<file path="src/rtl/decimal_keypad_encoder.sv">
// Debounced, priority-encoding keypad front end: one binary code per key press,
// presented on a valid/ready slot with multi-key and dropped-press flags.
module decimal_keypad_encoder #(
    parameter int N_KEYS       = 10,
    parameter int CODE_W       = $clog2(N_KEYS),
    parameter int DEBOUNCE_CYC = 4
) (
    input  logic              clk,
    input  logic              reset,
    input  logic [N_KEYS-1:0] keys,
    input  logic              ready,
    output logic [CODE_W-1:0] code_out,
    output logic              valid,
    output logic              multi_err,
    output logic              overflow,
    output logic              busy,
    output logic [1:0]        state_dbg
);

    // Handshake: a code transfers on any rising edge where valid && ready;
    // valid never drops without a transfer, and code_out is held while valid && !ready.

    localparam int CNT_W = (DEBOUNCE_CYC > 2) ? $clog2(DEBOUNCE_CYC) : 1;
    localparam logic [CNT_W-1:0] CNT_LAST = CNT_W'(DEBOUNCE_CYC - 1);
    localparam logic [CNT_W-1:0] CNT_ONE  = CNT_W'(1);

    typedef enum logic [1:0] {
        IDLE     = 2'd0,
        DEBOUNCE = 2'd1,
        PRESSED  = 2'd2,
        RELEASE  = 2'd3
    } state_t;

    state_t              state_q, state_d;
    logic [N_KEYS-1:0]   keys_q;
    logic [N_KEYS-1:0]   cand_q, cand_d;
    logic [CNT_W-1:0]    cnt_q, cnt_d;
    logic [CODE_W-1:0]   code_q, code_d;
    logic                valid_q, valid_d;
    logic                multi_q, multi_d;
    logic                ovf_q, ovf_d;
    logic                emit;

    function automatic logic [CODE_W-1:0] top_index(input logic [N_KEYS-1:0] v);
        top_index = '0;
        for (int i = 0; i < N_KEYS; i++) begin
            if (v[i]) top_index = CODE_W'(i);
        end
    endfunction

    function automatic logic more_than_one(input logic [N_KEYS-1:0] v);
        more_than_one = (v & (v - N_KEYS'(1))) != '0;
    endfunction

    always_ff @(posedge clk) begin
        if (reset) begin
            state_q <= IDLE;
            keys_q  <= '0;
            cand_q  <= '0;
            cnt_q   <= '0;
            code_q  <= '0;
            valid_q <= 1'b0;
            multi_q <= 1'b0;
            ovf_q   <= 1'b0;
        end else begin
            state_q <= state_d;
            keys_q  <= keys;
            cand_q  <= cand_d;
            cnt_q   <= cnt_d;
            code_q  <= code_d;
            valid_q <= valid_d;
            multi_q <= multi_d;
            ovf_q   <= ovf_d;
        end
    end

    always_comb begin
        state_d = state_q;
        cand_d  = cand_q;
        cnt_d   = cnt_q;
        emit    = 1'b0;
        case (state_q)
            IDLE: begin
                if (keys_q != '0) begin
                    cand_d  = keys_q;
                    cnt_d   = CNT_ONE;
                    state_d = DEBOUNCE;
                end
            end
            DEBOUNCE: begin
                if (keys_q == cand_q) begin
                    if (cnt_q == CNT_LAST) begin
                        emit    = 1'b1;
                        state_d = PRESSED;
                    end else begin
                        cnt_d = cnt_q + CNT_ONE;
                    end
                end else if (keys_q == '0) begin
                    state_d = IDLE;
                end else begin
                    cand_d = keys_q;
                    cnt_d  = CNT_ONE;
                end
            end
            PRESSED: begin
                // Pattern changes while held are ignored; only a release matters.
                if (keys_q == '0) begin
                    cnt_d   = CNT_ONE;
                    state_d = RELEASE;
                end
            end
            RELEASE: begin
                if (keys_q != '0) begin
                    state_d = PRESSED;
                end else if (cnt_q == CNT_LAST) begin
                    state_d = IDLE;
                end else begin
                    cnt_d = cnt_q + CNT_ONE;
                end
            end
            default: state_d = IDLE;
        endcase
    end

    always_comb begin
        code_d  = code_q;
        valid_d = valid_q & ~ready;
        multi_d = 1'b0;
        ovf_d   = ovf_q;
        if (emit) begin
            multi_d = more_than_one(cand_q);
            // A same-edge accept frees the slot for the new code.
            if (!valid_q || ready) begin
                code_d  = top_index(cand_q);
                valid_d = 1'b1;
            end else begin
                ovf_d = 1'b1;
            end
        end
    end

    assign code_out  = code_q;
    assign valid     = valid_q;
    assign multi_err = multi_q;
    assign overflow  = ovf_q;
    assign busy      = (state_q != IDLE);
    assign state_dbg = state_q;

endmodule

</file>
<file path="config.mk">
export PLATFORM = sky130hd
export DESIGN_NAME = decimal_keypad_encoder
export DESIGN_NICKNAME = d
export VERILOG_FILES = /design/src/rtl/decimal_keypad_encoder.sv
export SDC_FILE = /design/constraint.sdc
export NUM_CORES = 1
export LEC_CHECK = 0
export ABC_CLOCK_PERIOD_IN_PS = 2100
export CORE_UTILIZATION = 31
export CTS_BUF_LIST = sky130_fd_sc_hd__clkbuf_4
export CTS_CLUSTER_DIAMETER = 60
export DETAILED_ROUTE_END_ITERATION = 8
export GPL_TIMING_DRIVEN = 0
export PLACE_DENSITY = 0.47
export SLEW_MARGIN = 5
export SYNTH_ARGS = -nofsm -noshare
export SYNTH_HDL_FRONTEND = slang
export SYNTH_SLANG_ARGS = --single-unit
</file>
<file path="constraint.sdc">
create_clock -name clk -period 2.1 [get_ports clk]
set_clock_uncertainty 0.05 [all_clocks]
set_input_delay 0.315 -clock clk [delete_from_list [all_inputs] [get_ports clk]]
set_output_delay 0.315 -clock clk [all_outputs]
set_load 0.005 [all_outputs]
</file>
# Yosys cells after proc, flatten, opt, wreduce, memory -nomap -nowiden
# Cells that the tools add are included.
[totals]
mem_bits_rw = 0
inputBits = 13
out_inout_bits = 10
rom_bits = 0
register_bits = 31
latch_bits = 0
wordCells = 75
n_memories = 0
[classes]
n_div = 0
n_lt_le_gt_ge = 0
reduce_logical = 14
addsub = 2
shift = 0
mux = 32
multipliers = 0
n_eq_ne = 14
bitwise_logic = 5
[ops]
columns = ["op", "n"]
rows = [
  ["two-way mux 4 bit", 8],
  ["two-way mux 10 bit", 3],
  ["two-way mux 2 bit", 12],
  ["one-hot mux 10 bit (2 select lines)", 1],
  ["nonzero test 10 bit", 2],
  ["one-hot mux 2 bit (4 select lines)", 2],
  ["!= test 3 bit (second input constant)", 4],
  ["AND 10 bit", 1],
  ["== test 10 bit", 1],
  ["zero test 10 bit", 1],
  ["!= test 2 bit (second input constant)", 5],
  ["subtractor 10 x 1 -> 10 bit (second input constant)", 1],
  ["AND reduction 4 bit", 2],
  ["== test 2 bit (second input constant)", 3],
  ["two-way mux 1 bit", 6],
  ["AND reduction 5 bit", 1],
  ["AND reduction 2 bit", 2],
  ["nonzero test 2 bit", 2],
  ["inverter 1 bit", 3],
  ["adder 2 x 1 -> 2 bit (second input constant)", 1],
  ["== test 2 x 1 -> 1 bit (second input constant)", 1],
  ["zero test 2 bit", 1],
  ["OR reduction 2 bit", 1],
  ["AND 1 bit", 1],
  ["2 further kinds", 2],
]

# Logic depth before layout (Yosys ltp)
# Gate-level depths: netlist of run 1.
[depth]
word_depth = 9
ltp_mapped = 7
mapped_depth_nobuf = 5

# Worst setup path before layout of run 1
# Ideal clock, no wire load.
[synth_path]
kind = "register -> register"
startpoint = "register cand_q[8]"
endpoint = "register cand_q[0]"
setup_time_ns = 0.120
path_stages_with_launch = 7
n_path_buf = 1
required_ns = 1.930
slack_ns = 0.460
arrival_time_ns = 1.471
path_cell_list = "dfxtp_1 -> xor2_1 -> nor4_2 -> nand4_1 -> nor3b_2 -> buf_6 -> mux2i_1"
[synth_via]
elab_chain_len = 3
[synth_rtl]
columns = ["item", "line_no", "text"]
rows = [
  ["start: declaration", "36", "logic [N_KEYS-1:0] cand_q, cand_d;"],
  ["start signal: assignment", "68", "cand_q <= cand_d;"],
  ["== test 10 bit", "91", "if (keys_q == cand_q) begin"],
  ["!= test 2 bit (no line)", "--", ""],
  ["AND reduction 4 bit (no line)", "--", ""],
]
# Every way passes these cells.
# A chain may end at the register's enable or synchronous reset.

# Worst setup path in the final report of run 1
[layout_path]
startpoint = "register state_q[1] (netlist: state_dbg[1])"
endpoint = "output busy"
[layout_via]
elab_chain_len = 1
[layout_rtl]
columns = ["item", "line_no", "text"]
rows = [
  ["start: declaration", "34", "state_t state_q, state_d;"],
  ["start signal: assignment", "66", "state_q <= state_d;"],
  ["nonzero test 2 bit", "146", "assign busy = (state_q != IDLE);"],
  ["end: declaration", "16", "output logic busy,"],
]
# Every way passes these cells.

==> impl_metrics.csv, run 1 <==
group,metric,value,unit
run_status,outcome,"finished, final reports clean",
clocking,cts_buffers,5,
global_route,use_met1,18.83,%
floorplanning,row_count,24,
floorplanning,core_area,0.004414,mm2
placement,post-place-ws,63.02,ps
routing,antenna_left,0,
global_route,grt_use_met2,23.49,%
global_route,first_global_vias,1156,
routing,wl_per_cell,14.01,um
clocking,postCtsSetupRepairBufs,0,
synthesis,ys_ff_latch,31,
power,switching_share,26.94,%
clocking,cts.path.max_buffers,2,
global_route,antenna_found_initial,0,
routing,drt-initial-drc-count,55,
synthesis,avgSynthCellArea,8.984,um2
placement,dp_hpwl,2.506,mm
timing,period_minus_slack,2019,ps
finish,final_util,40.31,%
synthesis,synth_enable_flop_cells,0,
power,p_int,806.9,uW
power,power_frac_clock,28.3,%
power,max-vdd-ir-drop,0.0003332,V
global_route,grt_util_met3,3.463,%
hold_path,hold_path_end,"cand_q[4]",
worst_setup_path,critPathKind,"flip-flop to primary output",
placement,port_buffers,22,
timing,setup_tns,0,ps
timing,report.final.hold_viol_count,0,
routing,first_pass_iters,4,
synthesis,synth_cell_type_count,33,
timing,max_clock_freq,0.4953,GHz
hold_path,holdPathStages,2,
timing,worst_pin_slew,497.2,ps
finish,areaGrowthSynthToFinish,23.01,%
worst_setup_path,crit_path_end_kind,"primary output",
finish,antenna_cells,0,
clocking,cts_tree,"yes",
run,maxCapViolCount,0,
synthesis,synthCells,161,
clocking,clk_latency,320,ps
synthesis,synth_nets,174,
clocking,htree_levels,2,
finish,layout.nets,203,
worst_setup_path,r2r_slack,110,ps
synthesis,yosys.area.top_type,"dfxtp_1",
timing,rsz0062_at_grt,"false",
synthesis,synth_most_common_cell,"dfxtp_1",
synthesis,synth-seq-area-share,42.91,%
synthesis,synth_area_leaders,"dfxtp_1, mux2i_1, xor2_1",
worst_setup_path,crit_path_start_kind,"flip-flop",
synthesis,synth.top_cell.area_share,42.91,%
floorplanning,dieHeight,70.31,um
power,powerDensity,620.7,mW/mm2
routing,via_per_inst,4.926,
finish,layout-drive-gt1-share,7.895,%
clocking,numClockSinks,31,
hold_path,min_path_type,"flip-flop to flip-flop",
synthesis,yosys-top-cells-count,"dfxtp_1, nand2_1, mux2i_1, nor2b_1, nor2_1",
timing,maxSlewViolCount,0,
timing,setup_viol_count_final,0,
routing,route.detailed.drc,0,
routing,wl,3.391,mm
clocking,cts_root_buf,"clkbuf_4",
floorplanning,pin_count,23,
global_route,grt_pass1_wl,5.609,mm
timing,slew_headroom,66.85,%
hold_path,hp-start,"keys_q[4]",
synthesis,async_reset_ff_share,0,%
global_route,grt_use_total,14.68,%
worst_setup_path,rr_endpoint,"cand_q[8]",
clocking,clkTransAtPathRegs,90,ps
floorplanning,die_area,0.004943,mm2
synthesis,netlist_area,0.001446,mm2
worst_setup_path,r2r-start,"cand_q[8]",
floorplanning,initial_core_util,32.77,%
timing,finalCritPeriodShare,96.14,%
placement,place_congestion,0.8207,
timing,setup_ws,80.96,ps
power,p_switching,297.5,uW
worst_setup_path,crit_arrival,1650,ps
power,pwr-share-comb,13.7,%
worst_setup_path,critPathMaxFanout,10,
power,seqPwrFrac,58.0,%
worst_setup_path,r2r_cells,6,
global_route,grt_overflow,0,
global_route,grt_max_degree,11,
power,power.leakage,0.0007520,uW
floorplanning,fp.dieW,70.31,um
routing,dr_total_vias,1192,
synthesis,yosys_warnings,0,
global_route,top_usage_layer,"met2",
synthesis,synth_ff_type,"dfxtp_1",
worst_setup_path,required,1740,ps
[worst max-delay path by stage]
stage | to | start | slack, ps
2_1_floorplan | cand_q[0] | cand_q[8] | 460
4_1_cts | busy | state_dbg[1] | 60
6_report | busy | state_dbg[1] | 80
5_1_grt | cnt_q[1] | cand_q[8] | 1
3_3_place_gp | code_out[0] | reset | 90
3_5_place_dp | code_out[0] | reset | 60
[cell families (layout without fill, tap and decap cells)]
kind of cell               count (synthesis)  after routing  synth area share [%]
xor gates and xnor gates                  10             10                 6.055
DFF                                       31             31                 42.91
muxes                                     13             13                 8.996
buffers and inverters                     12             41                 3.633
and+or+nand+nor                           70             70                 25.86
adders and majority gates                  2              2                 1.384
AOI/OAI and AO/OA                         23             23                 11.16
[per-layer routing]
metal,share of wire [%],wire (um)
met5,0,0
met4,1.5,51
met3,2.8,94
met2,46,1569
met1,49,1676
[sequential cells by signal, indices dropped and copies added, names as in the netlist]
| register | flops |
|---|---|
| state_dbg | 2 |
| keys_q | 10 |
| overflow | 1 |
| code_out | 4 |
| cnt_q | 2 |
| valid | 1 |
| cand_q | 10 |
| multi_err | 1 |
[critical path: stages, from the launching register on]
cell	delay, ps
dfxtp_1	360
clkbuf_2	200
or2_2	320
clkdlybuf4s50_1	460
[stage by stage]
| stage | hold slack (ps) | std cells | area (um2) | total power [uW] |
|---|---|---|---|---|
| 3_5_place_dp | 437.5 | 235 | 1732 | 805.9 |
| 3_3_place_gp | 423.4 | 235 | 1732 | 803.5 |
| 4_1_cts | 451.3 | 242 | 1779 | 1124 |
| 2_1_floorplan | 393.2 | 161 | 1446 | 746.1 |
| 6_report | 448.4 | 242 | 1779 | 1104 |
| 5_1_grt | 471.5 | 242 | 1779 | 1167 |
[power by group through the flow]
stage	registers [uW]	logic (uW)	clock network, uW
after CTS	641	152	331
after global routing	645	166	356
after detailed placement	654	152	0
after floorplan	645	101	0
final	641	152	312
after global placement	654	150	0
[cell type report]
| class | instances | area (um2) |
|---|---|---|
| Sequential cell | 31 | 620.6 |
| Clock buffer | 5 | 37.54 |
| Buffer | 7 | 35.03 |
| Multi-Input combinational cell | 118 | 773.2 |
| Timing Repair Buffer | 22 | 220.2 |
| Fill cell | 443 | 2635 |
| Clock inverter | 2 | 8.758 |
| Tap cell | 52 | 65.06 |
| Inverter | 5 | 18.77 |
[placed cells by master, fill, tap and decap left out]
| master | synthesis | routed |
|---|---|---|
| o21ai_0 | 4 | 4 |
| nor2b_1 | 12 | 12 |
| nand2b_1 | 1 | 1 |
| nor4_1 | 2 | 2 |
| nor3_1 | 5 | 5 |
| o2111ai_1 | 1 | 1 |
| o21bai_1 | 1 | 1 |
| a31o_2 | 1 | 1 |
| a21oi_1 | 8 | 8 |
| inv_1 | 5 | 5 |
| nor2_1 | 11 | 11 |
| mux2i_1 | 13 | 13 |
| o31a_1 | 2 | 2 |
| a2bb2oi_1 | 1 | 1 |
| xor2_1 | 10 | 10 |
| buf_6 | 1 | 1 |
| or4_1 | 1 | 1 |
| nor3b_2 | 1 | 1 |
| nand3_1 | 3 | 3 |
| nor3b_1 | 3 | 3 |
| nand4_1 | 2 | 2 |
| dfxtp_1 | 31 | 31 |
| clkdlybuf4s50_1 | 0 | 22 |
| nor4_2 | 2 | 2 |
| or2_2 | 2 | 2 |
| clkbuf_4 | 0 | 5 |
| nand2_1 | 22 | 22 |
| or3_1 | 2 | 2 |
| clkinv_2 | 0 | 1 |
| o41ai_2 | 1 | 1 |
| clkbuf_1 | 5 | 4 |
| buf_1 | 1 | 1 |
| maj3_1 | 2 | 2 |
| clkinv_1 | 0 | 1 |
| clkbuf_2 | 0 | 1 |
| nand4bb_1 | 1 | 1 |
| o21a_1 | 1 | 1 |
| a2111oi_0 | 3 | 3 |
[timing repair]
action / CTS / global route
resized for setup: 1 / 0
endpoints found under the setup margin: 1 / 0
hold buffers: 0 / 0
(Power assumes the default switching activity.)
==> inputs of run 2 (changes only) <==
ABC_CLOCK_PERIOD_IN_PS = 2000   (was 2100)
CORE_MARGIN = 2   (was unset)
clock period = 2 ns   (was 2.1 ns; I/O delays follow)
==> run 2 against run 1 <==
Against the previous run: flip-flop and latch count is the same; via count rose by 2.1%; clock-buffer cell count up 1; combinational power up 5%; critical path type is now flip-flop to flip-flop; largest cell class unchanged.
==> impl_metrics.csv, run 2 (synthesis results as in run 1) <==
group,metric,value,unit
run_status,outcome,"finished, final reports clean",
routing,dr_total_vias,1217,
worst_setup_path,critical_path.cell_chain,"xor2_1 -> nor4_2 -> nand4_1 -> nor3b_2 -> buf_6 -> mux2i_1",
worst_setup_path,crit_end,"cand_q[8]",
finish,fillers,448,
run,maxCapViolCount,0,
timing,setup_ws,83.18,ps
routing,wl_per_cell,13.88,um
finish,areaGrowthSynthToFinish,24.91,%
worst_setup_path,critPathMaxFanout,10,
clocking,cts_root_buf,"clkbuf_4",
worst_setup_path,r2r_slack,80,ps
finish,layout-drive-gt1-share,12.04,%
global_route,grt_use_total,14.02,%
clocking,cts_tree,"yes",
routing,drt-initial-drc-count,50,
clocking,clk_latency,330,ps
hold_path,holdPathStages,2,
finish,final_common_cell,"dfxtp_1",
timing,worst_pin_slew,500.9,ps
worst_setup_path,worstPathBufferInverterCount,1,
timing,rsz0062_at_grt,"false",
worst_setup_path,path_delay_family,"simple AND/OR/NAND/NOR gates",
timing,report.final.hold_viol_count,0,
power,max-vdd-ir-drop,0.0002620,V
timing,slew_headroom,66.60,%
finish,layout.nets,203,
power,seqPwrFrac,56.2,%
hold_path,min_path_type,"flip-flop to flip-flop",
timing,setup_viol_count_final,0,
routing,antenna_left,0,
floorplanning,fp.dieW,72.31,um
clocking,postCtsSetupRepairBufs,0,
timing,maxSlewViolCount,0,
clocking,cts.path.max_buffers,2,
global_route,grt_max_degree,11,
placement,port_buffers,22,
global_route,grt_overflow,0,
worst_setup_path,r2r_cells,6,
worst_setup_path,critical_path_depth,6,
worst_setup_path,cp-startpoint,"cand_q[8]",
worst_setup_path,critPathMaxStageDelay,420,ps
global_route,grt_pass1_wl,5.609,mm
worst_setup_path,crit_arrival,2080,ps
routing,wl,3.374,mm
power,pwr-share-comb,13.3,%
clocking,numClockSinks,31,
clocking,cts_buffers,5,
worst_setup_path,crit_path_end_kind,"flip-flop",
timing,max_clock_freq,0.5217,GHz
power,power.leakage,0.0007677,uW
finish,final_util,40.93,%
global_route,antenna_found_initial,0,
power,p_int,872.8,uW
global_route,use_met1,16.95,%
worst_setup_path,critPathKind,"flip-flop to flip-flop",
global_route,grt_use_met2,23.14,%
placement,place_congestion,0.8173,
floorplanning,dieHeight,72.31,um
finish,antenna_cells,0,
worst_setup_path,required,2160,ps
global_route,top_usage_layer,"met2",
floorplanning,row_count,24,
floorplanning,core_area,0.004414,mm2
timing,setup_tns,0,ps
routing,route.detailed.drc,0,
global_route,first_global_vias,1216,
routing,via_per_inst,5.008,
worst_setup_path,rr_endpoint,"cand_q[8]",
placement,post-place-ws,-47.43,ps
timing,period_minus_slack,1917,ps
power,switching_share,27.26,%
timing,hold_ws,443.6,ps
clocking,htree_levels,2,
clocking,clkTransAtPathRegs,100,ps
routing,first_pass_iters,4,
worst_setup_path,crit_path_start_kind,"flip-flop",
placement,dp_hpwl,2.498,mm
floorplanning,die_area,0.005228,mm2
worst_setup_path,r2r-start,"cand_q[8]",
global_route,grt_util_met3,4.306,%
power,power,1200,uW
timing,finalCritPeriodShare,95.84,%
power,power_frac_clock,30.5,%
floorplanning,pin_count,23,
finish,final_cell_mix,"dfxtp_1, nand2_1, clkdlybuf4s50_1",
power,p_switching,327.0,uW
floorplanning,initial_core_util,32.77,%
power,powerDensity,664.1,mW/mm2
worst_setup_path,slowest_stage,"nor4_2",
-- run 2: worst min-delay path: stages (launching register included) --
cell     delay, ps
dfxtp_1        350
nand2_1         60
mux2i_1         50
-- run 2: through the flow --
step | instances | area [um2]
6_report | 243 | 1807
5_1_grt | 243 | 1807
4_1_cts | 243 | 1794
3_5_place_dp | 235 | 1732
3_3_place_gp | 235 | 1732
2_1_floorplan | 161 | 1446
-- run 2: layout make-up --
type | instances | area [um2] | share of cell area (%)
clock inverter | 2 | 12.51 | 0.6925
sequential | 31 | 626.9 | 34.70
tap | 52 | 65.06 | 3.601
buffer | 7 | 37.54 | 2.078
multi-input combinational | 118 | 778.2 | 43.07
clock buffer | 6 | 45.04 | 2.493
inverter | 5 | 18.77 | 1.039
timing repair buffer | 22 | 222.7 | 12.33
-- run 2: repair_timing --
item,4_1_cts,5_1_grt
gates resized for setup,3,6
hold buffers,0,0
pin swaps,0,2
endpoints found under the setup margin,1,13
-- run 2: how the worst min path moves through the flow --
stage	endpoint	slack (ps)	from
after floorplan	keys_q[0]	380	keys[0]
after global placement	cand_q[8]	420	keys_q[8]
after detailed placement	cand_q[4]	440	keys_q[4]
after CTS	keys_q[8]	450	keys[8]
after global routing	keys_q[8]	450	keys[8]
final	cand_q[1]	440	keys_q[1]
-- run 2: power by group through the flow --
stage | clock network (uW) | logic, uW | registers (uW)
finish | 366 | 159 | 674
global route | 417 | 176 | 678
CTS | 388 | 160 | 673
detailed placement | 0 | 159 | 687
global placement | 0 | 157 | 687
floorplan | 0 | 106 | 678
-- run 2: per-layer routing --
layer	vias up	part of all wire (%)	wire length (um)
met1	570	48	1606
met5	-	0	0
met4	0	1.2	39
li1	617	-	-
met3	4	4.2	142
met2	26	47	1586
==> inputs of run 3 (changes only) <==
ABC_CLOCK_PERIOD_IN_PS = 2500   (was 2000)
clock period = 2.5 ns   (was 2 ns; I/O delays follow)
==> run 3 against run 2 <==
Against the previous run: combinational power is 20% lower; die area unchanged; global-route usage barely moved; worst hold slack better by 3.2 ps; critical path depth fell by 3; register-to-register slack better by 400 ps; via count down 1.4%; worst setup slack improved by 190 ps; flip-flop and latch count stayed put; power down 20%; first-iteration DRC count up 38%; highest routed layer unchanged.
==> impl_metrics.csv, run 3 (synthesis results as in run 1) <==
group,metric,value,unit
run_status,outcome,"finished, final reports clean",
power,seqPwrFrac,56.2,%
timing,setup_tns,0,ps
placement,post-place-ws,377.6,ps
power,power_frac_clock,30.6,%
timing,slew_headroom,66.55,%
placement,dp_hpwl,2.498,mm
worst_setup_path,rr_endpoint,"cand_q[8]",
power,p_switching,261.3,uW
placement,port_buffers,22,
finish,multi_input_area,773.2,um2
finish,antenna_cells,0,
clocking,clkTransAtPathRegs,100,ps
timing,rsz0062_at_grt,"false",
worst_setup_path,r2r_slack,480,ps
global_route,antenna_found_initial,0,
floorplanning,row_count,24,
power,pwr-share-comb,13.3,%
floorplanning,dieHeight,72.31,um
hold_path,min_path_type,"flip-flop to flip-flop",
power,power,958.9,uW
clocking,cts_hold_buf,0,
floorplanning,pin_count,23,
clocking,numClockSinks,31,
timing,max_clock_freq,0.4495,GHz
clocking,htree_levels,2,
worst_setup_path,slowest_stage,"clkdlybuf4s50_1",
finish,final_common_cell,"dfxtp_1",
timing,setup_ws,275.2,ps
clocking,cts_root_buf,"clkbuf_4",
global_route,first_global_vias,1207,
worst_setup_path,critPathMaxFanout,10,
clocking,cts_resized,0,
power,max-vdd-ir-drop,0.0002093,V
clocking,cts_buffers,5,
global_route,grt_max_degree,11,
worst_setup_path,crit_arrival,1800,ps
routing,wl_per_cell,13.86,um
routing,first_pass_iters,4,
global_route,grt_overflow,0,
routing,antenna_left,0,
run,maxCapViolCount,0,
floorplanning,core_area,0.004414,mm2
timing,report.final.hold_viol_count,0,
timing,setup_viol_count_final,0,
routing,wl,3.369,mm
worst_setup_path,critical_path_depth,3,
global_route,grt_pass1_wl,5.595,mm
worst_setup_path,crit_end,"busy",
floorplanning,initial_core_util,32.77,%
worst_setup_path,cp-startpoint,"state_dbg[1]",
clocking,clk_latency,330,ps
power,power.leakage,0.0007517,uW
finish,fillers,447,
routing,dr_total_vias,1200,
timing,worst_pin_slew,501.8,ps
power,p_int,697.6,uW
worst_setup_path,critPathKind,"flip-flop to primary output",
worst_setup_path,r2r_cells,6,
worst_setup_path,crit_path_end_kind,"primary output",
clocking,cts.path.max_buffers,2,
placement,place_area,0.001732,mm2
worst_setup_path,critical_path.cell_chain,"clkbuf_1 -> or2_2 -> clkdlybuf4s50_1",
finish,layout.nets,203,
finish,final_cell_mix,"dfxtp_1, nand2_1, clkdlybuf4s50_1",
routing,drt-initial-drc-count,69,
timing,finalCritPeriodShare,88.99,%
clocking,cts_tree,"yes",
worst_setup_path,crit_path_start_kind,"flip-flop",
worst_setup_path,required,2080,ps
clocking,postCtsSetupRepairBufs,0,
placement,place_congestion,0.8173,
power,switching_share,27.25,%
floorplanning,fp.dieW,72.31,um
finish,layout-drive-gt1-share,8.377,%
finish,regArea,620.6,um2
routing,via_per_inst,4.938,
routing,route.detailed.drc,0,
timing,maxSlewViolCount,0,
worst_setup_path,r2r-start,"cand_q[8]",
worst_setup_path,worstPathBufferInverterCount,2,
timing,period_minus_slack,2225,ps
finish,finalInstanceArea,0.001789,mm2
global_route,grt_use_total,13.99,%
power,powerDensity,535.9,mW/mm2
floorplanning,die_area,0.005228,mm2
finish,areaGrowthSynthToFinish,23.70,%
worst_setup_path,critPathMaxStageDelay,510,ps
worst_setup_path,path_delay_family,"buffers and inverters",
-- run 3: cell types whose count changed in the layout (fill, tap and decap cells not counted), sizes merged --
cell / previous run / this run
clkdlybuf4s50: 21 / 22
dlymetal6s2s: 1 / 0
-- run 3: power by group through the flow --
stage	clock, uW	combinational, uW	sequential, uW
final	293	127	539
after global routing	333	140	542
after CTS	311	128	538
after detailed placement	0	127	550
after global placement	0	126	549
after floorplan	0	84.6	542
-- run 3: area by class of cell --
| cell class | count | share of cell area, % |
|---|---|---|
| timing repair buffer | 22 | 12.31 |
| tap | 52 | 3.636 |
| multi-input combinational | 118 | 43.22 |
| buffer | 7 | 1.888 |
| inverter | 5 | 1.049 |
| clock buffer | 6 | 2.517 |
| clock inverter | 2 | 0.6993 |
| sequential | 31 | 34.69 |
-- run 3: routing by layer --
| metal | vias up | wire length [um] | GRT usage (%) |
|---|---|---|---|
| met5 | - | 0 | 0 |
| met3 | 5 | 120 | 4.306 |
| met1 | 560 | 1630 | 16.95 |
| met2 | 21 | 1570 | 23.04 |
| met4 | 0 | 47 | 5.660 |
| li1 | 614 | - | - |
-- run 3: per-stage QoR --
step | hold slack (ps) | util (%) | std cells
floorplan | 412.2 | - | 161
global placement | 423.4 | 39.23 | 235
detailed placement | 436.8 | 39.23 | 235
CTS | 453.5 | 40.53 | 243
global route | 479.9 | 40.53 | 243
finish | 446.9 | 40.53 | 243
-- run 3: how the worst min path moves through the flow --
stage / startpoint / end / slack (ps) / cells past startpoint
after global placement: keys_q[8] / cand_q[8] / 420 / 2
final: keys_q[1] / cand_q[1] / 450 / 2
after floorplan: keys_q[9] / cand_q[9] / 410 / 2
after CTS: keys_q[4] / cand_q[4] / 450 / 2
after global routing: keys_q[1] / cand_q[1] / 480 / 2
after detailed placement: keys_q[4] / cand_q[4] / 440 / 2
-- run 3: worst register-to-register path, stage by stage, from the launching register on --
cell	delay (ps)
dfxtp_1	510
xor2_1	120
nor4_2	420
nand4_1	280
nor3b_2	240
buf_6	160
mux2i_1	130
